[config.mk]
export PLATFORM = sky130hd
export DESIGN_NAME = pipe_stage_reg
export DESIGN_NICKNAME = d
export VERILOG_FILES = /design/src/rtl/pipe_pkg.sv /design/src/rtl/pipe_skid_buf.sv /design/src/rtl/pipe_stage_reg.sv
export SDC_FILE = /design/constraint.sdc
export NUM_CORES = 1
export LEC_CHECK = 0
export ABC_AREA = 1
export CAP_MARGIN = 20
export CORE_ASPECT_RATIO = 1.25
export CORE_MARGIN = 4
export CORE_UTILIZATION = 38
export DETAILED_ROUTE_END_ITERATION = 6
export PLACE_DENSITY = 0.74
export SLEW_MARGIN = 40
export SYNTH_ARGS = -nofsm -noshare
export SYNTH_HDL_FRONTEND = slang
export SYNTH_SLANG_ARGS = --single-unit
export TNS_END_PERCENT = 50
[constraint.sdc]
create_clock -name clk -period 1.03 [get_ports clk]
set_input_delay 0.103 -clock clk [delete_from_list [all_inputs] [get_ports clk]]
set_output_delay 0.103 -clock clk [all_outputs]
set_load 0.1 [all_outputs]
[src/rtl/pipe_pkg.sv]
// Shared types and constants for the inter-stage pipeline register.
// Optional skid buffer in pipe_stage_reg is selected with PIPE_SKID_EN.
package pipe_pkg;

   localparam int unsigned PIPE_ADDR_W = 5;
   localparam int unsigned PIPE_DATA_W = 32;
   localparam int unsigned PIPE_PC_W   = 32;

   // Payload layout at the default widths; the flat vector inside
   // pipe_stage_reg uses the same field order (regWAddr in the MSBs).
   typedef struct packed {
      logic [PIPE_ADDR_W-1:0] regWAddr;
      logic [PIPE_DATA_W-1:0] result;
      logic [PIPE_DATA_W-1:0] readData;
      logic [PIPE_PC_W-1:0]   pc;
   } pipe_payload_t;

   // Write address presented during a bubble: register x0, a no-op write.
   localparam int unsigned PIPE_X0 = 0;

   function automatic int unsigned pipe_payload_w(input int unsigned addr_w,
                                                  input int unsigned data_w,
                                                  input int unsigned pc_w);
      return addr_w + 2 * data_w + pc_w;
   endfunction

endpackage

[src/rtl/pipe_skid_buf.sv]
// Single skid entry plus its valid bit, generic over payload width.
// Flush dominates push, push dominates pop.
module pipe_skid_buf #(
   parameter int unsigned W = 8
) (
   input  logic         clk,
   input  logic         rst_n,
   input  logic         flush,
   input  logic         push,
   input  logic         pop,
   input  logic [W-1:0] push_data,
   output logic         valid,
   output logic [W-1:0] data
);

   logic         valid_d, valid_q;
   logic [W-1:0] data_d, data_q;

   // Next-state for the skid entry.
   always_comb begin
      valid_d = valid_q;
      data_d  = data_q;
      if (flush) begin
         valid_d = 1'b0;
      end else if (push) begin
         valid_d = 1'b1;
         data_d  = push_data;
      end else if (pop) begin
         valid_d = 1'b0;
      end
   end

   // Skid entry registers.
   always_ff @(posedge clk or negedge rst_n) begin
      if (!rst_n) begin
         valid_q <= 1'b0;
         data_q  <= '0;
      end else begin
         valid_q <= valid_d;
         data_q  <= data_d;
      end
   end

   assign valid = valid_q;
   assign data  = data_q;

endmodule

[src/rtl/pipe_stage_reg.sv]
// Inter-stage pipeline register with valid/ready handshake, synchronous
// flush and bubble gating of the write address.
// Define PIPE_SKID_EN to add a skid entry and register in_ready.
module pipe_stage_reg
   import pipe_pkg::*;
#(
   parameter int unsigned     ADDR_W   = 5,
   parameter int unsigned     DATA_W   = 32,
   parameter int unsigned     PC_W     = 32,
   parameter logic [PC_W-1:0] RESET_PC = '0
) (
   input  logic              clk,
   input  logic              reset,
   input  logic              in_valid,
   output logic              in_ready,
   input  logic [ADDR_W-1:0] in_regWAddr,
   input  logic [DATA_W-1:0] in_result,
   input  logic [DATA_W-1:0] in_readData,
   input  logic [PC_W-1:0]   in_pc,
   input  logic              flush,
   output logic              out_valid,
   input  logic              out_ready,
   output logic [ADDR_W-1:0] data_regWAddr,
   output logic [DATA_W-1:0] data_result,
   output logic [DATA_W-1:0] data_readData,
   output logic [PC_W-1:0]   data_pc
);

   localparam int unsigned PAY_W = pipe_payload_w(ADDR_W, DATA_W, PC_W);
   localparam logic [PAY_W-1:0] PAY_RST = {{ADDR_W{1'b0}}, {DATA_W{1'b0}},
                                           {DATA_W{1'b0}}, RESET_PC};

   logic [PAY_W-1:0] pay_in;
   logic [PAY_W-1:0] main_d, main_q;
   logic             main_valid_d, main_valid_q;
   logic             up_xfer;
   logic             down_xfer;

   assign pay_in    = {in_regWAddr, in_result, in_readData, in_pc};
   assign up_xfer   = in_valid & in_ready;
   assign down_xfer = main_valid_q & out_ready;

`ifdef PIPE_SKID_EN

   logic             skid_valid;
   logic [PAY_W-1:0] skid_data;
   logic             skid_push;
   logic             skid_pop;
   logic             in_ready_d, in_ready_q;

   // An accepted entry that cannot enter main (main full and staying) parks
   // in the skid; in_ready is low whenever the skid is occupied, so a push
   // never overwrites a held skid entry.
   assign skid_push = up_xfer & main_valid_q & ~down_xfer;
   assign skid_pop  = skid_valid & down_xfer;

   pipe_skid_buf #(
      .W (PAY_W)
   ) u_skid (
      .clk       (clk),
      .rst_n     (reset),
      .flush     (flush),
      .push      (skid_push),
      .pop       (skid_pop),
      .push_data (pay_in),
      .valid     (skid_valid),
      .data      (skid_data)
   );

   // Main register and registered ready; skid entry always drains first.
   always_comb begin
      main_valid_d = main_valid_q;
      main_d       = main_q;
      in_ready_d   = in_ready_q;
      if (flush) begin
         main_valid_d = 1'b0;
         in_ready_d   = 1'b1;
      end else if (skid_valid) begin
         if (down_xfer) begin
            main_d     = skid_data;
            in_ready_d = 1'b1;
         end
      end else if (up_xfer && (!main_valid_q || down_xfer)) begin
         main_valid_d = 1'b1;
         main_d       = pay_in;
      end else if (up_xfer) begin
         in_ready_d = 1'b0;
      end else if (down_xfer) begin
         main_valid_d = 1'b0;
      end
   end

   // Registered upstream ready breaks the combinational ready chain.
   always_ff @(posedge clk or negedge reset) begin
      if (!reset) begin
         in_ready_q <= 1'b1;
      end else begin
         in_ready_q <= in_ready_d;
      end
   end

   assign in_ready = in_ready_q;

`else

   assign in_ready = out_ready | ~main_valid_q;

   // Single-entry main register: load on accept, drain on downstream take.
   always_comb begin
      main_valid_d = main_valid_q;
      main_d       = main_q;
      if (flush) begin
         main_valid_d = 1'b0;
      end else if (up_xfer) begin
         main_valid_d = 1'b1;
         main_d       = pay_in;
      end else if (down_xfer) begin
         main_valid_d = 1'b0;
      end
   end

`endif

   // Main payload and valid flops.
   always_ff @(posedge clk or negedge reset) begin
      if (!reset) begin
         main_valid_q <= 1'b0;
         main_q       <= PAY_RST;
      end else begin
         main_valid_q <= main_valid_d;
         main_q       <= main_d;
      end
   end

   assign out_valid     = main_valid_q;
   assign data_regWAddr = main_valid_q ? main_q[PAY_W-1 -: ADDR_W] : ADDR_W'(PIPE_X0);
   assign data_result   = main_q[PC_W+DATA_W +: DATA_W];
   assign data_readData = main_q[PC_W +: DATA_W];
   assign data_pc       = main_q[PC_W-1:0];

endmodule

**After elaboration in Yosys (flattened, before gate mapping)**

Cells that the tools add are included.
Widths: inputs -> output; s select.

- Mux-type cells: 4
- Bitwise gates (word level): 5
- Reduce and logical (&&, ||, !) cells: 2

Operators with widths:

| kind | number |
|---|---|
| $mux 5 | 1 |
| $mux 1 | 3 |
| $reduce_bool 3->1 | 1 |
| $and 1x1->1 | 2 |
| $not 1->1 | 2 |
| $reduce_and 2->1 | 1 |
| $or 1x1->1 | 1 |

- Register bits: 102
- Input bits: 106
- Word-level logic and storage cells: 13

**Logic depth before layout (Yosys ltp)**

Gate-level depths: netlist of the first run.

- Depth in word-level cells: 5
- Depth in mapped cells: 7
- Mapped depth without buffers: 5

**Worst setup path after synthesis of the first run**

OpenSTA, ideal clock, no wires.

- Path kind: reg-to-reg
- From: register main_valid_q, in the netlist out_valid
- To: register main_q[82]
- Data arrival time: 2.345 ns
- Required time: 0.959 ns
- Slack: -1.386 ns
- Cell stages (with the launch flop): 5
- Path buffers: 1
- Clock period less this slack: 2.416 ns
- Path through: dfrtp_1 nand2_1 clkbuf_1 nand3_1 nand2_1

- Longest elaborated chain between the ends: 4

RTL lines:

| what | line | RTL |
|---|---|---|
| start, declared | pipe_stage_reg.sv:35 | `logic main_valid_d, main_valid_q;` |
| start signal, assigned | pipe_stage_reg.sv:130 | `main_valid_q <= main_valid_d;` |
| $not 1->1 | pipe_stage_reg.sv:106 | `assign in_ready = out_ready \| ~main_valid_q;` |
| $or 1x1->1 | pipe_stage_reg.sv:106 |  |
| named net in_ready | pipe_stage_reg.sv:15 | `output logic in_ready,` |
| $and 1x1->1 | pipe_stage_reg.sv:40 | `assign up_xfer = in_valid & in_ready;` |
| $reduce_and 2->1 (no line) | n/a |  |
| end signal, assigned | pipe_stage_reg.sv:131 | `main_q <= main_d;` |
| end, declared | pipe_stage_reg.sv:34 | `logic [PAY_W-1:0] main_d, main_q;` |

The timed path passes the listed nets, and every way through them passes these cells.
A chain may end at the register's enable or synchronous reset.

**Worst setup path after layout of the first run**

- From: register main_valid_q, in the netlist out_valid
- To: output port data_regWAddr[3]

- Longest elaborated chain between the ends: 1

RTL lines:

| what | line | RTL |
|---|---|---|
| $mux 5 | pipe_stage_reg.sv:136 | `assign data_regWAddr = main_valid_q ? main_q[PAY_W-1 -: ADDR_W] : ADDR_W'(PIPE_X0);` |
| end, declared | pipe_stage_reg.sv:23 | `output logic [ADDR_W-1:0] data_regWAddr,` |

Every way passes these cells.

==> results.txt, run 1 <==
----------------------------------------------------
[Power and ir drop]
  Static Leakage ... 3.79 nW
  Peak supply drop ... 1270 uV
  Power per cell area ... 2110 nW/um2

[Setup path]
  Critical Path Source Type ... flip-flop
  Worst-path cell with the longest stage delay ... dfrtp_4
  Max incr delay on CP ... 0.50 ns
  Crit Path Category ... reg2out
  Ordered cell list for the critical path ... buf_6 -> nand2_2 -> clkinvlp_4 -> buf_12
  Kind of end point of the critical path ... primary output
  Critical register-to-register path endpoint ... main_q[30]
  Arrival time worst endpoint ... 1.33 ns
  Data required time at the worst endpoint ... 0.93 ns
  Largest fanout on the critical path ... 6
  Startpoint of the most critical register-to-register path ... out_valid
  Register-to-register setup slack ... -0.20 ns
  Worst reg2reg path depth ... 4

[Clocking]
  Worst-skew pair later-pin latency ... 0.33 ns
  Number of H-tree levels ... 3
  Deepest clock path buffer count ... 2
  Library cell used as clock root buffer ... clkbuf_16
  TritonCTS Sinks ... 102
  Total setup buffers inserted after CTS ... 0
  Number of buffers inserted during clock tree synthesis ... 9
  TritonCTS clock tree ... built
  Reg clk slew, reported paths ... 0.07 ns

[Routing]
  Mean number of vias per cell ... 4.64
  Drt first-iter violations ... 220
  Post-route antenna net violation count ... 0
  Detail-routed net length per standard cell ... 15.4 um
  # DRC ... 0
  Routed WL ... 12700 um
  Iteration count of the initial detailed-routing pass ... 4
  Vias ... 3819

[Layout]
  Most common library cell in the layout ignoring fill and taps ... nand2_1
  Commonest cells after routing, fill and taps aside ... 202 x nand2_1, 112 x buf_12, 104 x clkdlybuf4s50_1, 101 x nand3_1, 101 x dfrtp_1
  Area used by multi-input combinational logic ... 1340 um2
  Proportion of layout cells with a drive suffix above 1 ... 22.2%
  Post-synthesis to final-layout area growth ... 63.4%
  Total of fill cells in the finished design ... 958
  FF/Latch Area ... 2560 um2
  Post-route insts no fill ... 823
  # diodes ... 0
  NumNets Final ... 760

[Floorplanning]
  Horizontal extent of the die ... 108 um
  Die Footprint ... 14500 um2
  Number of placed I/O pins ... 209
  Chip height ... 133 um
  Number of placement rows ... 45
  Floorplan core area ... 12200 um2
  Initial core utilization ... 39.2%

[Logic synthesis]
  Cells after synthesis ... 550
  Count of yosys warnings during synthesis ... 0
  Cell area after synthesis ... 4780 um2
  Sequential area share after synthesis ... 53.4%
  Average footprint of a synthesized cell ... 8.70 um2
  Yosys reg bits ... 102
  Unique cell type count in the Yosys netlist ... 10
  Mapped Nets ... 656

[Timing]
  PnR worst setup slack ... -0.400 ns
  Headroom to the max-slew limit ... 80.7%
  # setup viols final ... 138
  Final hold slack ... 0.300 ns
  Post-route clock period utilization ... 139%
  Transition at the pin with the smallest max-transition slack ... 0.289 ns
  Unrepaired setup endpoints after global routing ... true
  Hold violation count in the final report ... 0
  Shortest clock period the worst path allows after layout ... 1.43 ns
  Achievable clock frequency ... 699 MHz
  Clock skew ... 0.00936 ns
  Slew Limit Fails ... 0

[Placement]
  Number of I/O port buffers ... 208
  Placed Cells ... 804
  Pre-CTS worst setup slack ... -0.364 ns
  HPWL reported at the end of detailed placement ... 9490 um
  GP Congestion ... 0.765

[Run status]
  Failing checks ... setup timing
  Run status ... finished, violations left

[Global route]
  Gr usage total ... 17.4%
  Maximum number of pins on one net before global-route repair ... 56
  Wire length of the first global-routing pass ... 19800 um
  Initial antenna violation count ... 0
  Number of global-route vias before repair ... 3893
  Global-route congestion overflow total ... 0

[Worst hold path]
  Worst hold path class ... in2async

[Run]
  Max-Cap Viols ... 0

----------------------------------------------------
sequential cells by signal, summed over array words and instances (netlist names):
signal / flops
main_q: 101
out_valid: 1
cells by family after synthesis:
family / synth area share, %
AOI/OAI and AO/OA: 0.105
buffers and inverters: 19.5
DFF: 53.4
and+or+nand+nor: 27.0
critical path, delay by kind of cell (launching register included):
family,cells,cell delay [ns]
buffers and inverters,3,0.41
flip-flops,1,0.50
AND/OR/NAND/NOR,1,0.08
power breakdown:
group / total, mW / internal (mW) / switching (mW)
combinational: 8.12 / 2.88 / 5.24
clock: 3.14 / 1.71 / 1.44
sequential: 5.22 / 4.59 / 0.637
per-stage QoR:
stage	utilization [%]	total power [mW]	area (um2)	setup TNS [ns]
2_1_floorplan	-	10.7	4890	-28.03
3_3_place_gp	60.9	13.3	7440	-32.44
3_5_place_dp	60.9	13.4	7440	-34.03
4_1_cts	63.9	16.7	7810	-20.73
5_1_grt	64.0	17.1	7820	-27.69
6_report	64.0	16.5	7820	-19.02
routing by layer:
layer | part of all wire (%) | routed length (um) | GRT usage, % | vias to the layer above
met4 | 2.3 | 291 | 6.95 | 0
met5 | 0 | 0 | 0 | -
li1 | - | - | - | 1842
met1 | 36 | 4610 | 19.3 | 1827
met2 | 54 | 6870 | 31.0 | 127
met3 | 7.4 | 947 | 4.90 | 23
layout make-up:
| type | count | area share, % |
|---|---|---|
| Clock buffer | 11 | 3.11 |
| Tap cell | 164 | 2.63 |
| Clock inverter | 5 | 0.448 |
| Multi-Input combinational cell | 312 | 17.2 |
| Sequential cell | 102 | 32.7 |
| Timing Repair Buffer | 222 | 43.3 |
| Inverter | 7 | 0.576 |
timing repair:
action	in CTS	in global routing
cloned	2	0
pin swaps	0	0
resized for setup	7	1
setup endpoints to repair	204	205
hold buffers	1	0
hold endpoints to repair	102	0
synth_stat cells:
cell | instances | area (um2)
clkbuf_1 | 3 | 11.3
a21oi_1 | 1 | 5.00
nand2_1 | 209 | 785
nor2_1 | 1 | 3.75
inv_1 | 7 | 26.3
dfrtp_1 | 102 | 2550
nand3_1 | 101 | 505
buf_4 | 106 | 796
buf_1 | 1 | 3.75
buf_2 | 19 | 95.1
worst max-delay path by stage:
| stage | startpoint | to | slack (ns) | cells after the start |
|---|---|---|---|---|
| after floorplan | out_valid | data_regWAddr[0] | -0.27 | 2 |
| after global placement | in_valid | main_q[47] | -0.32 | 7 |
| after detailed placement | in_valid | main_q[95] | -0.36 | 7 |
| after CTS | out_valid | in_ready | -0.42 | 3 |
| after global routing | out_valid | in_ready | -0.44 | 3 |
| final | out_valid | data_regWAddr[3] | -0.40 | 4 |
Note: power is estimated with default switching activity, not from simulation.
==> run 2, diff against run 1 <==
--- a/config.mk
+++ b/config.mk
@@ -12,7 +12,6 @@
 export CORE_UTILIZATION = 38
 export DETAILED_ROUTE_END_ITERATION = 6
 export PLACE_DENSITY = 0.74
-export SLEW_MARGIN = 40
 export SYNTH_ARGS = -nofsm -noshare
 export SYNTH_HDL_FRONTEND = slang
 export SYNTH_SLANG_ARGS = --single-unit
==> results of run 2 <==
No change in the layout: final DEF, timing and power equal those of run 1.
==> run 3, diff against run 2 <==
--- a/config.mk
+++ b/config.mk
@@ -10,6 +10,7 @@
 export CORE_ASPECT_RATIO = 1.25
 export CORE_MARGIN = 4
 export CORE_UTILIZATION = 38
+export CTS_BUF_LIST = sky130_fd_sc_hd__clkbuf_4 sky130_fd_sc_hd__clkbuf_8 sky130_fd_sc_hd__clkbuf_16
 export DETAILED_ROUTE_END_ITERATION = 6
 export PLACE_DENSITY = 0.74
 export SYNTH_ARGS = -nofsm -noshare
==> run 3 against run 2 <==
  * The flow still finishes with violations (setup timing)
  * First-iteration DRC count stayed put
  * Die area stayed put
  * Sequential share of layout area hardly changed
  * Via count stayed put
  * Global-route usage stayed put
  * Hold slack hardly changed
  * Clock-buffer cell count stayed put
  * Register-to-register slack hardly changed
  * Sequential cell count stayed put
  * Maximum frequency hardly changed
  * Setup slack hardly changed
  * Largest cell class unchanged
==> results.txt, run 3 (synthesis gave the netlist of run 1 again) <==
----------------------------------------------------
[Clocking]
  Number of H-tree levels ... 3 (unchanged)
  Number of buffers inserted during clock tree synthesis ... 9 (unchanged)
  Deepest clock path buffer count ... 2 (unchanged)
  TritonCTS Sinks ... 102 (unchanged)
  Library cell used as clock root buffer ... clkbuf_16
  TritonCTS clock tree ... built
  Reg clk slew, reported paths ... 0.07 ns (about the same)
  Worst-skew pair later-pin latency ... 0.33 ns (about the same)
  Total setup buffers inserted after CTS ... 0 (unchanged)

[Run status]
  Run status ... finished, violations left
  Failing checks ... setup timing

[Layout]
  Proportion of layout cells with a drive suffix above 1 ... 22.3% (+0.15 points)
  Most common library cell in the layout ignoring fill and taps ... nand2_1
  FF/Latch Area ... 2560 um2 (unchanged)
  # diodes ... 0 (unchanged)
  Total of fill cells in the finished design ... 956 (-0.21%)
  Register containing the most flip-flops in the final layout ... main_q
  Commonest cells after routing, fill and taps aside ... 202 x nand2_1, 112 x buf_12, 104 x clkdlybuf4s50_1, 101 x nand3_1, 101 x dfrtp_1
  Final standard cell utilization of the core ... 64.0% (about the same)
  Area used by multi-input combinational logic ... 1340 um2 (unchanged)
  Max reg flops ... 101 (unchanged)
  NumNets Final ... 760 (unchanged)
  Post-synthesis to final-layout area growth ... 63.5% (about the same)

[Timing]
  PnR worst setup slack ... -0.400 ns (-0.0000230 ns)
  Achievable clock frequency ... 699 MHz (about the same)
  Headroom to the max-slew limit ... 80.7% (unchanged)
  # setup viols final ... 138 (unchanged)
  Hold violation count in the final report ... 0 (unchanged)
  Transition at the pin with the smallest max-transition slack ... 0.289 ns (unchanged)
  Unrepaired setup endpoints after global routing ... true
  Slew Limit Fails ... 0 (unchanged)
  Clock skew ... 0.00936 ns (-0.000000360 ns)
  Shortest clock period the worst path allows after layout ... 1.43 ns (+0.0000230 ns)
  Post-route clock period utilization ... 139% (about the same)
  Setup Total Neg Slack ... -19.02 ns (-0.000600 ns)

[Setup path]
  Largest fanout on the critical path ... 6 (unchanged)
  Max incr delay on CP ... 0.50 ns (about the same)
  Crit Path Category ... reg2out
  Kind of end point of the critical path ... primary output
  Worst-path cell with the longest stage delay ... dfrtp_4
  Arrival time worst endpoint ... 1.33 ns (about the same)
  Critical Path Source Type ... flip-flop
  Data required time at the worst endpoint ... 0.93 ns (about the same)
  Ordered cell list for the critical path ... buf_6 -> nand2_2 -> clkinvlp_4 -> buf_12

[Run]
  Max-Cap Viols ... 0 (unchanged)

[Power and ir drop]
  Power per cell area ... 2110 nW/um2 (+0.11%)
  Relative contribution of combinational cells to total power ... 49.2% (about the same)
  P_sw ... 7.31 mW (about the same)
  Static Leakage ... 3.80 nW (about the same)
  Switching Share ... 44.3% (-0.070 points)
  Tot Pwr ... 16.5 mW (+0.16%)
  Internal ... 9.20 mW (+0.29%)
  Clk network pwr share ... 19.2% (about the same)
  Share of power burned in registers ... 31.6% (about the same)
  Peak supply drop ... 1270 uV (about the same)

[Global route]
  Maximum number of pins on one net before global-route repair ... 56 (unchanged)
  Global-route congestion overflow total ... 0 (unchanged)
  Gr usage total ... 17.4% (unchanged)
  Number of global-route vias before repair ... 3893 (unchanged)
  Wire length of the first global-routing pass ... 19800 um (unchanged)
  Initial antenna violation count ... 0 (unchanged)

[Placement]
  GP Congestion ... 0.765 (unchanged)
  Number of I/O port buffers ... 208 (unchanged)
  HPWL reported at the end of detailed placement ... 9490 um (unchanged)

[Floorplanning]
  Number of placed I/O pins ... 209 (unchanged)
  Chip height ... 133 um (unchanged)
  Die Footprint ... 14500 um2 (unchanged)
  Floorplan core area ... 12200 um2 (unchanged)
  Horizontal extent of the die ... 108 um (unchanged)
  Number of placement rows ... 45 (unchanged)
  Initial core utilization ... 39.2% (unchanged)

[Worst hold path]
  Worst hold path class ... in2async

[Routing]
  Routed WL ... 12700 um (unchanged)
  Detail-routed net length per standard cell ... 15.4 um (unchanged)
  # DRC ... 0 (unchanged)
  Vias ... 3819 (unchanged)
  Iteration count of the initial detailed-routing pass ... 4 (unchanged)
  Post-route antenna net violation count ... 0 (unchanged)
  Drt first-iter violations ... 220 (unchanged)
  Mean number of vias per cell ... 4.64 (unchanged)

----------------------------------------------------
## run 3: cell count changes in the layout (fill, tap and decap cells not counted)
cell | previous run | this run
clkbuf_1 | 1 | 0
clkbuf_4 | 0 | 1
## run 3: critical path, delay by kind of cell (launching register included)
family | cells | cell delay, ns
and+or+nand+nor | 1 | 0.08
DFF | 1 | 0.50
buffers and inverters | 3 | 0.41
## run 3: stage by stage
step / hold WS, ns / area (um2) / worst slack (ns) / instances
floorplan: -0.193 / 4890 / -0.274 / 550
global placement: 0.128 / 7440 / -0.323 / 804
detailed placement: 0.125 / 7440 / -0.364 / 804
CTS: 0.301 / 7820 / -0.420 / 823
global route: 0.325 / 7820 / -0.441 / 823
finish: 0.300 / 7820 / -0.400 / 823
## run 3: layout make-up
class                   count  share of cell area (%)
clock inverters             5                   0.448
well taps                 164                    2.62
flip-flops and latches    102                    32.7
clock buffers              11                    3.15
repair buffers            222                    43.3
multi-input cells         312                    17.2
inverters                   7                   0.576
## run 3: path summary, 6_finish.rpt
check,from,end,slack (ns),cells past startpoint
hold reg to reg,main_q[97],main_q[97],0.51,2
hold / removal,reset,main_q[66],0.30,3
max in group asynchronous,reset,main_q[39],0.46,3
min in group clk,in_result[8],main_q[72],0.32,3
setup / recovery,out_valid,data_regWAddr[3],-0.40,4
setup reg to reg,out_valid,main_q[30],-0.20,4
## run 3: repair_timing
| item | 4_1_cts | 5_1_grt |
|---|---|---|
| resized for setup | 7 | 1 |
| pin swaps | 0 | 0 |
| hold buffers | 1 | 0 |
| endpoints found under the hold margin | 102 | 0 |
| endpoints found under the setup margin | 204 | 205 |
| gates cloned | 2 | 0 |
## run 3: metal layers
metal	wire, um	GRT usage, %
met4	291	6.95
met3	947	4.90
met5	0	0
met1	4610	19.3
met2	6870	31.0
## run 3: power by group through the flow
| stage | Clock [mW] | Sequential, mW | Combinational [mW] |
|---|---|---|---|
| after global placement | 0 | 5.26 | 8.04 |
| final | 3.17 | 5.22 | 8.12 |
| after global routing | 3.41 | 5.30 | 8.38 |
| after detailed placement | 0 | 5.29 | 8.13 |
| after floorplan | 0 | 4.91 | 5.81 |
| after CTS | 3.28 | 5.23 | 8.19 |
